==> src/rtl/hack_screen_vga.sv <==
// hack_screen_vga
// Scans a 512x256 one-bit-per-pixel framebuffer held in an external 8K x 16
// VRAM and produces a 640x480@60 Hz VGA raster. The image sits centred on a
// black border. The VRAM is read through a read-only port with one clk of
// read latency. The pixel rate is half of clk.
module hack_screen_vga #(
    parameter int H_VIS  = 640,
    parameter int H_FP   = 16,
    parameter int H_SYNC = 96,
    parameter int H_BP   = 48,
    parameter int V_VIS  = 480,
    parameter int V_FP   = 10,
    parameter int V_SYNC = 2,
    parameter int V_BP   = 33,
    parameter int IMG_X0 = 64,
    parameter int IMG_Y0 = 112,
    parameter int IMG_H  = 256
) (
    input  logic        clk,
    input  logic        rst_n,
    input  logic [15:0] data_vram,
    output logic [12:0] address_vram,
    output logic        hsync,
    output logic        vsync,
    output logic        rgb
);

    localparam int IMG_W = 512;
    localparam int H_TOT = H_VIS + H_FP + H_SYNC + H_BP;
    localparam int V_TOT = V_VIS + V_FP + V_SYNC + V_BP;

    localparam logic [9:0] H_LAST  = 10'(H_TOT - 1);
    localparam logic [9:0] V_LAST  = 10'(V_TOT - 1);
    localparam logic [9:0] HS_BEG  = 10'(H_VIS + H_FP);
    localparam logic [9:0] HS_END  = 10'(H_VIS + H_FP + H_SYNC);
    localparam logic [9:0] VS_BEG  = 10'(V_VIS + V_FP);
    localparam logic [9:0] VS_END  = 10'(V_VIS + V_FP + V_SYNC);

    // Horizontal positions are measured from the start of the fetch window,
    // which opens one 16-pixel group ahead of the first image column. The
    // image itself therefore spans fx = 16 .. 16+IMG_W-1 on this scale.
    localparam logic [9:0] FX_BEG  = 10'(IMG_X0 - 16);
    localparam logic [9:0] FX_LEN  = 10'(IMG_W);
    localparam logic [9:0] IX_BEG  = 10'd16;
    localparam logic [9:0] IX_END  = 10'(IMG_W + 16);
    localparam logic [9:0] IY_BEG  = 10'(IMG_Y0);
    localparam logic [9:0] IY_LEN  = 10'(IMG_H);

    logic        pix_en;
    logic [9:0]  hcount;
    logic [9:0]  vcount;
    logic [9:0]  h_nxt;
    logic [9:0]  v_nxt;
    logic [15:0] shift;

    logic [9:0]  cur_fx;
    logic [9:0]  cur_iy;
    logic        cur_in_img;

    logic [9:0]  nxt_fx;
    logic [9:0]  nxt_iy;
    logic        nxt_row;
    logic        nxt_in_fetch;
    logic        nxt_grp_start;
    logic [12:0] nxt_addr;

    logic        hsync_next;
    logic        vsync_next;
    logic        rgb_next;

    // Raster position the counters move to on the next pixel tick.
    always_comb begin
        h_nxt = hcount + 10'd1;
        v_nxt = vcount;
        if (hcount == H_LAST) begin
            h_nxt = '0;
            if (vcount == V_LAST) begin
                v_nxt = '0;
            end else begin
                v_nxt = vcount + 10'd1;
            end
        end
    end

    // Window decode for the current position (drives the output stage) and
    // for the next position (drives fetch and shift-register load, so they
    // line up with the counters after the tick).
    always_comb begin
        cur_fx        = hcount - FX_BEG;
        cur_iy        = vcount - IY_BEG;
        cur_in_img    = (cur_iy < IY_LEN) && (cur_fx >= IX_BEG) && (cur_fx < IX_END);

        nxt_fx        = h_nxt - FX_BEG;
        nxt_iy        = v_nxt - IY_BEG;
        nxt_row       = (nxt_iy < IY_LEN);
        nxt_in_fetch  = nxt_row && (nxt_fx < FX_LEN);
        nxt_grp_start = nxt_row && (nxt_fx >= IX_BEG) && (nxt_fx < IX_END)
                        && (nxt_fx[3:0] == 4'd0);
        nxt_addr      = {nxt_iy[7:0], nxt_fx[8:4]};
    end

    // Next values of the registered outputs, taken from the current position.
    always_comb begin
        hsync_next = ~((hcount >= HS_BEG) && (hcount < HS_END));
        vsync_next = ~((vcount >= VS_BEG) && (vcount < VS_END));
        rgb_next   = cur_in_img & ~shift[0];
    end

    // Pixel enable: clk/2, low on the first clk after reset release.
    always_ff @(posedge clk or negedge rst_n) begin
        if (!rst_n) begin
            pix_en <= 1'b0;
        end else begin
            pix_en <= ~pix_en;
        end
    end

    // Raster counters, advanced once per pixel.
    always_ff @(posedge clk or negedge rst_n) begin
        if (!rst_n) begin
            hcount <= '0;
            vcount <= '0;
        end else if (pix_en) begin
            hcount <= h_nxt;
            vcount <= v_nxt;
        end
    end

    // VRAM address: one group ahead of the pixels being shown, held outside
    // the fetch window so the RAM port stays quiet during blanking.
    always_ff @(posedge clk or negedge rst_n) begin
        if (!rst_n) begin
            address_vram <= '0;
        end else if (pix_en && nxt_in_fetch) begin
            address_vram <= nxt_addr;
        end
    end

    // Pixel shifter: a word is loaded as its group begins, bit 0 is the pixel
    // currently under the beam, and it moves right once per pixel.
    always_ff @(posedge clk or negedge rst_n) begin
        if (!rst_n) begin
            shift <= '0;
        end else if (pix_en) begin
            if (nxt_grp_start) begin
                shift <= data_vram;
            end else begin
                shift <= {1'b0, shift[15:1]};
            end
        end
    end

    // Output stage: syncs and colour registered together, one pixel behind
    // the counters, so they stay mutually aligned.
    always_ff @(posedge clk or negedge rst_n) begin
        if (!rst_n) begin
            hsync <= 1'b1;
            vsync <= 1'b1;
            rgb   <= 1'b0;
        end else if (pix_en) begin
            hsync <= hsync_next;
            vsync <= vsync_next;
            rgb   <= rgb_next;
        end
    end

endmodule

==> config.mk <==
export PLATFORM = sky130hd
export DESIGN_NAME = hack_screen_vga
export DESIGN_NICKNAME = d
export VERILOG_FILES = /design/src/rtl/hack_screen_vga.sv
export SDC_FILE = /design/constraint.sdc
export NUM_CORES = 1
export LEC_CHECK = 0
export BUFFER_PORTS_ARGS = -buffer_cell sky130_fd_sc_hd__buf_2
export CORE_ASPECT_RATIO = 0.7
export CORE_MARGIN = 1
export CORE_UTILIZATION = 60
export CTS_BUF_LIST = sky130_fd_sc_hd__clkbuf_4 sky130_fd_sc_hd__clkbuf_8
export DETAILED_ROUTE_END_ITERATION = 8
export PLACE_DENSITY = 0.81
export SYNTH_ARGS = -nofsm -noshare
export SYNTH_HDL_FRONTEND = slang
export SYNTH_SLANG_ARGS = --single-unit
==> constraint.sdc <==
create_clock -name clk -period 5 [get_ports clk]
set_clock_uncertainty 0.2 [all_clocks]
set_input_delay 1 -clock clk [delete_from_list [all_inputs] [get_ports clk]]
set_output_delay 1 -clock clk [all_outputs]
set_load 0.03 [all_outputs]
==> impl_metrics.ini, run 1 <==
[setup_path]
path_max_fanout = 17
cp.required_ns = 5.00
slowest_stage = nor3_4
arrival_ns = 4.19
crit_buf_inv = 0
end_kind = flop
critPathKind = reg -> reg
crit_chain = ha_1 -> nand3_1 -> or4_1 -> nor3_1 -> o21ai_1 -> or2_2 -> o211a_4 -> nor3_4 -> mux2_2
startpoint_type = flop
max_stage_delay_ns = 0.71
crit_family = simple AND/OR/NAND/NOR gates

[power]
finalPower_mw = 0.690
ir_drop_uv = 167
net-switching-power_mw = 0.156
clkPwrFrac_pct = 35.8
seq_power_share_pct = 62.1
pwr_density_cell_nw_per_um2 = 200
power.internal_mw = 0.533
pwr-share-comb_pct = 2.1
swShare_pct = 22.7
leakage_nw = 1.57

[sta]
setup_slack_ns = 0.814
setup_viol = 0
tightest_slew_ns = 0.851
fin_setup_tns_ns = 0
fmaxAchievable_mhz = 239
rsz0062_at_grt = false
post-route-period-util_pct = 83.7
max_slew_margin_pct = 43.1
drv_slew = 0
finalCriticalPeriod_ns = 4.19
hold_viol = 0

[clocking]
clk_pin_slew_worst_paths_ns = 0.10
cts_tree = done
clockRootBuffer = clkbuf_8
cts.sinks = 53
clk_latency_ns = 0.31
cts.repair.resized = 0
cts_hold_buffers = 0
cts_made_buffers = 5
cts_setup_buffers = 0
clockBufferDepth = 2
htreeDepth = 2

[layout]
postLayoutCoreUtil_pct = 69.6
areaGrowthSynthToFinish_pct = 7.05
num_antenna_cells = 0
fin_nets = 386
multi_input_area_um2 = 1710
drive_gt1_share_pct = 19.4
nFillCells = 398
fin_area_um2 = 3460
regArea_um2 = 1330

[synth]
syn_nets = 371
async_reset_ff_share_pct = 100
postSynthCellCount = 345
ys_seq_elements = 53
yosysUniqueCellTypes = 59
synth_area_per_cell_um2 = 9.36
ys_warn_count = 0
synth_edf_count = 0
seq_area_frac_synth_pct = 41.2
synth_area_um2 = 3230
synth_top_flop_cell = dfrtp_1

[floorplanning]
coreArea_um2 = 4970
start_util_pct = 65.0
row_count = 21
ios = 34
dieArea_um2 = 5680
die_h_um = 63.4
die_x_um = 89.7

[global_route]
grt_max_degree = 55
track_usage_pct = 24.1
grt-ovfl-total = 0
grt_pass1_wl_um = 10500
grt_pass1_vias = 2173
antenna_found_initial = 0

[drt]
ant_nets = 0
wl_met3_um = 345
wl_met1_um = 3100
drc = 0
routed_wl_um = 6370
dr_wl_met2_um = 2880
drtIter0Drc = 191
routed.top_layer = met4
dr.pass1.iters = 4
avgRoutedWirePerCell_um = 14.8
vias = 2581
viasPerCell = 6.00

[worst_hold_path]
hold_path_class = reg -> reg

[outcome]
status = finished, final reports clean

[placement]
dp_hpwl_um = 4560
placed_cell_area_um2 = 3370
place_worst_setup_slack_ns = 0.866
port_buffers = 33
place_congestion = 0.870

[run]
maxCapViolCount = 0
==> registers in the layout (all words and copies together) (netlist names) <==
register / count
vsync: 1
vcount: 10
rgb: 1
shift: 16
hsync: 1
pix_en: 1
address_vram: 13
hcount: 10
==> cells in the mapped netlist, drive strengths merged, types with 5 or more instances <==
cell type | n | area (um^2)
xnor2 | 11 | 96.3
mux2 | 16 | 214
nand4 | 8 | 50.1
xor2 | 11 | 96.3
inv | 12 | 45.0
a21oi | 7 | 35.0
nand2 | 19 | 71.3
or3 | 5 | 36.3
nor3 | 11 | 66.3
and3 | 6 | 37.5
nor4 | 5 | 31.3
clkbuf | 17 | 65.1
dfrtp | 51 | 1280
ha | 8 | 100
o21ai | 27 | 135
nand3 | 26 | 130
buf | 12 | 78.8
a31oi | 16 | 100
nor2 | 30 | 113
==> cell usage in the layout (no fill, tap or decap), types with 3 or more instances in the layout <==
master,netlist,final
dfrtp_1,51,51
o21ai_0,25,25
a31oi_1,16,16
nand2_1,19,19
inv_1,12,12
or3_1,4,4
nor2_1,30,30
mux2i_1,4,4
o31ai_1,3,3
ha_1,8,8
mux2_2,7,7
xor2_1,11,11
and3_1,6,6
buf_2,6,33
a21oi_1,7,7
nand4b_1,4,4
xnor2_1,11,11
nand4_1,8,8
nand3_1,26,26
nor4_1,5,5
nor3_1,10,10
buf_4,1,4
mux2_4,9,9
clkbuf_8,0,5
==> through the flow <==
step	std cells	hold slack [ns]
detailed placement	422	0.283
floorplan	345	0.250
finish	430	0.307
global placement	422	0.278
global route	430	0.327
CTS	430	0.308
==> worst reg2reg max path, delay by kind of cell, from the launching register on <==
family,cells,cell delay (ns)
AOI/OAI and AO/OA,2,0.45
adders and majority gates,1,0.33
DFF,1,0.46
muxes,1,0.42
and+or+nand+nor,5,2.20
==> metal layers <==
layer,vias up,global-route usage (%)
met4,0,5.56
li1,1263,-
met1,1242,37.0
met2,70,35.0
met3,6,4.59
met5,-,0
==> cells by family (layout without fill, tap and decap cells) <==
logic type                 count (synthesis)  count (layout)  share of synthesized area, %
and+or+nand+nor                          130             130                          21.7
AOI/OAI and AO/OA                         70              70                          14.3
DFF                                       53              53                          41.2
buffers and inverters                     42              58                          5.97
xor gates and xnor gates                  22              22                          5.97
muxes                                     20              20                          7.87
adders and majority gates                  8               8                          3.10
==> cell type report <==
cell class                      instances  share of cell area [%]
Timing Repair Buffer                   37                    5.65
Tap cell                               69                    2.50
Inverter                               13                    1.41
Multi-Input combinational cell        250                    49.4
Sequential cell                        53                    38.5
Clock buffer                            5                    1.99
Clock inverter                          3                   0.615
==> power groups by stage <==
stage,clock network (mW),registers [mW],logic [mW]
after floorplan,0,0.437,0.000156
after global placement,0,0.437,0.0154
after detailed placement,0,0.437,0.0156
after CTS,0.253,0.428,0.0156
after global routing,0.267,0.428,0.0172
final,0.247,0.428,0.0147
==> final timing paths <==
path	from	end	slack [ns]	cells past startpoint
worst max-delay path	hcount[1]	address_vram[3]	0.81	9
worst min-delay path	address_vram[2]	address_vram[2]	0.31	1
worst max register to register	hcount[1]	address_vram[3]	0.81	9
worst min register to register	address_vram[2]	address_vram[2]	0.31	1
max in group asynchronous	rst_n	vcount[9]	3.58	2
min in group asynchronous	rst_n	address_vram[4]	0.60	2
No activity file was read; power rests on OpenSTA's default activity.
==> run 2: changes to the inputs <==
- clock period: 5 -> 4.36 ns (I/O delays scaled with it)
==> impl_metrics.ini, run 2 (synthesized netlist as in run 1, its figures left out) <==
[setup_path]
end_kind = flop
critPathKind = reg -> reg
r2r-start = hcount[1]
path_max_fanout = 17
startpoint_type = flop
critPathLaunch = hcount[1]
arrival_ns = 3.96
cp.required_ns = 4.36

[floorplanning]
die_h_um = 63.4
dieArea_um2 = 5680
die_x_um = 89.7
ios = 34
start_util_pct = 65.0
coreArea_um2 = 4970
row_count = 21

[sta]
drv_slew = 0
setup_viol = 0
max_slew_margin_pct = 54.3
fmaxAchievable_mhz = 252
rsz0062_at_grt = false
tightest_slew_ns = 0.683
post-route-period-util_pct = 90.8
setup_slack_ns = 0.399
fin_setup_tns_ns = 0
hold_viol = 0
finalCriticalPeriod_ns = 3.96

[placement]
dp_hpwl_um = 4730
place_worst_setup_slack_ns = 0.492
port_buffers = 33
placed_cell_area_um2 = 3370
place_congestion = 0.879

[global_route]
antenna_found_initial = 0
grt_pass1_vias = 2397
grt_pass1_wl_um = 11400
grt_max_degree = 55
grt-ovfl-total = 0
track_usage_pct = 26.2

[drt]
routed_wl_um = 6720
drtIter0Drc = 236
ant_nets = 0
dr.pass1.iters = 5
avgRoutedWirePerCell_um = 15.6
viasPerCell = 6.15
vias = 2651
drc = 0

[clocking]
clk_pin_slew_worst_paths_ns = 0.10
cts_tree = done
cts.sinks = 53
clockBufferDepth = 2
htreeDepth = 2
cts_hold_buffers = 0
cts_setup_buffers = 0
clockRootBuffer = clkbuf_8
cts_made_buffers = 5
clk_latency_ns = 0.31
cts.repair.resized = 0

[layout]
fin_area_um2 = 3490
fin_nets = 387
drive_gt1_share_pct = 19.6
num_antenna_cells = 0
final_cell_mix = dfrtp_1, buf_2, nor2_1, nand3_1, o21ai_0
postLayoutCoreUtil_pct = 70.3
largestRegisters = shift x16, address_vram x13
areaGrowthSynthToFinish_pct = 8.22
final_common_cell = dfrtp_1
largest_reg_flops = 16
top_register = shift

[power]
leakage_nw = 1.59
ir_drop_uv = 168
pwr_density_cell_nw_per_um2 = 245

[worst_hold_path]
min-delay-start = hsync
hold_path_class = reg -> reg

[run]
maxCapViolCount = 0

[outcome]
status = finished, final reports clean
## run 2: layer usage
layer / track usage (%) / share of wire [%]
met3: 4.33 / 5.7
met2: 39.4 / 44
met4: 8.53 / 1.3
met5: 0 / 0
met1: 38.5 / 49
## run 2: final timing paths
path / depth (start not counted) / slack [ns] / end
worst max-delay path: 10 / 0.40 / address_vram[2]
worst min-delay path: 2 / 0.30 / hsync
worst max register to register: 10 / 0.40 / address_vram[2]
worst min register to register: 2 / 0.30 / hsync
max in group asynchronous: 2 / 3.05 / rgb
min in group asynchronous: 2 / 0.45 / address_vram[0]
## run 2: where the power goes
part | switching (mW) | leakage (nW) | internal, mW
registers | 0 | 0.719 | 0.491
clock network | 0.163 | 0.0574 | 0.187
logic | 0.0109 | 0.815 | 0.00599
total | 0.174 | 1.59 | 0.684
## run 2: worst max-delay path, stage by stage (launching register included)
cell     delay (ns)
dfrtp_1        0.46
ha_1           0.34
nand3_1        0.26
or4_1          0.69
nor3_1         0.29
o21ai_1        0.14
or2_2          0.32
o211a_4        0.33
nor3_4         0.16
buf_4          0.28
mux2_2         0.36
## run 2: final cells by class
cell class / instances / area [um^2]
Clock inverter: 2 / 37.5
Fill cell: 403 / 1470
Clock buffer: 6 / 82.6
Sequential cell: 53 / 1330
Tap cell: 69 / 86.3
Inverter: 13 / 48.8
Multi-Input combinational cell: 250 / 1710
Timing Repair Buffer: 38 / 203
## run 2: metrics by stage
stage	power, mW	hold WS [ns]	cells
global placement	0.519	0.269	423
floorplan	0.501	0.250	345
global route	0.882	0.326	431
finish	0.858	0.297	431
CTS	0.864	0.293	431
detailed placement	0.519	0.268	423
==> run 3: changes to the inputs <==
- clock period: 4.36 -> 3.7 ns (I/O delays scaled with it)
==> impl_metrics.ini, run 3 (synthesized netlist as in run 1, its figures left out) <==
[placement]
dp_hpwl_um = 5160
port_buffers = 33
place_congestion = 0.929

[run]
maxCapViolCount = 0

[drt]
dr.pass1.iters = 5
drtIter0Drc = 240
vias = 2740
viasPerCell = 6.17
ant_nets = 0
routed_wl_um = 7210
drc = 0
avgRoutedWirePerCell_um = 16.2

[power]
ir_drop_uv = 188
leakage_nw = 1.66
pwr_density_cell_nw_per_um2 = 274

[layout]
final_common_cell = dfrtp_1
areaGrowthSynthToFinish_pct = 11.6
largestRegisters = shift x16, address_vram x13
final_cell_mix = dfrtp_1, buf_2, nor2_1, nand3_1, o21ai_0
num_antenna_cells = 0
regArea_um2 = 1330
fin_nets = 401
multi_input_area_um2 = 1710
nFillCells = 386
drive_gt1_share_pct = 23.2
top_register = shift
largest_reg_flops = 16

[setup_path]
critPathKind = reg -> reg
startpoint_type = flop
slowest_stage = or4_1
path_max_fanout = 13
end_kind = flop
cp.required_ns = 3.71
crit_buf_inv = 1
crit_family = simple AND/OR/NAND/NOR gates
max_stage_delay_ns = 0.66
crit_chain = or2_1 -> or4_1 -> nor3_1 -> o21ai_1 -> or2_2 -> o211a_4 -> nor3_4 -> buf_12 -> mux2_2
reg2reg_slack_ns = 0.21
arrival_ns = 3.50

[sta]
setup_viol = 0
post-route-period-util_pct = 94.4
holdWs_ns = 0.173
finalCriticalPeriod_ns = 3.49
drv_slew = 0
fmaxAchievable_mhz = 286
max_slew_margin_pct = 65.3
hold_viol = 0
tightest_slew_ns = 0.521
rsz0062_at_grt = false
fin_setup_tns_ns = 0

[global_route]
antenna_found_initial = 0
grt_max_degree = 55
track_usage_pct = 28.0
grt_pass1_vias = 2522
grt-ovfl-total = 0
grt_pass1_wl_um = 12100

[clocking]
clockBufferDepth = 2
cts_made_buffers = 5
cts_tree = done
htreeDepth = 2
clk_latency_ns = 0.31
clk_pin_slew_worst_paths_ns = 0.09
clockRootBuffer = clkbuf_8
cts.sinks = 53

[floorplanning]
coreArea_um2 = 4970
row_count = 21
ios = 34
start_util_pct = 65.0
dieArea_um2 = 5680
die_x_um = 89.7
die_h_um = 63.4

[worst_hold_path]
hold_path_class = in -> async

[outcome]
status = finished, final reports clean
run 3: changes by cell type in the layout (fill, tap and decap cells not counted), sizes merged:
| cell | previous run | this run |
|---|---|---|
| buf | 38 | 52 |
| clkbuf | 6 | 5 |
| clkinv | 1 | 2 |
| clkinvlp | 1 | 0 |
run 3: stage by stage:
| step | cell area [um^2] | instances | setup WS (ns) | utilization [%] | power [mW] |
|---|---|---|---|---|---|
| finish | 3600 | 444 | 0.207 | 72.6 | 0.988 |
| global route | 3600 | 444 | 0.0358 | 72.6 | 1.02 |
| CTS | 3590 | 444 | 0.226 | 72.4 | 0.996 |
| detailed placement | 3490 | 437 | 0.248 | 70.3 | 0.612 |
| global placement | 3490 | 437 | 0.281 | 70.3 | 0.611 |
| floorplan | 3230 | 345 | 0.228 | - | 0.591 |
run 3: area by class of cell:
cell class,count,share of cell area [%]
multi-input cells,250,47.5
flip-flops and latches,53,36.9
repair buffers,52,8.89
well taps,69,2.40
clock buffers,5,1.91
inverters,13,1.35
clock inverters,2,0.972
run 3: timing repair:
item,CTS,global route
gates resized for setup,0,3
setup endpoints to repair,0,12
setup buffers,0,0
hold buffers,0,0
run 3: where the power goes:
group | internal (mW) | switching (mW) | total, mW | leakage (nW)
Sequential | 0.579 | 0 | 0.579 | 0.716
Combinational | 0.00706 | 0.0135 | 0.0206 | 0.885
Clock | 0.197 | 0.191 | 0.388 | 0.0540
Total | 0.783 | 0.205 | 0.988 | 1.66
run 3: layer usage:
layer | vias to the layer above | GRT usage [%] | part of all wire [%]
li1 | 1299 | - | -
met2 | 95 | 43.8 | 45
met4 | 0 | 7.74 | 0.87
met1 | 1339 | 39.5 | 47
met3 | 7 | 5.64 | 6.6
met5 | - | 0 | 0
run 3: path summary, 6_finish.rpt:
path | startpoint | end | cells past startpoint
min in group clk | hsync | hsync | 2
min | rst_n | address_vram[1] | 1
min reg2reg | hsync | hsync | 2
max | hcount[6] | address_vram[4] | 9
max reg2reg | hcount[6] | address_vram[4] | 9
max in group asynchronous | rst_n | vsync | 2
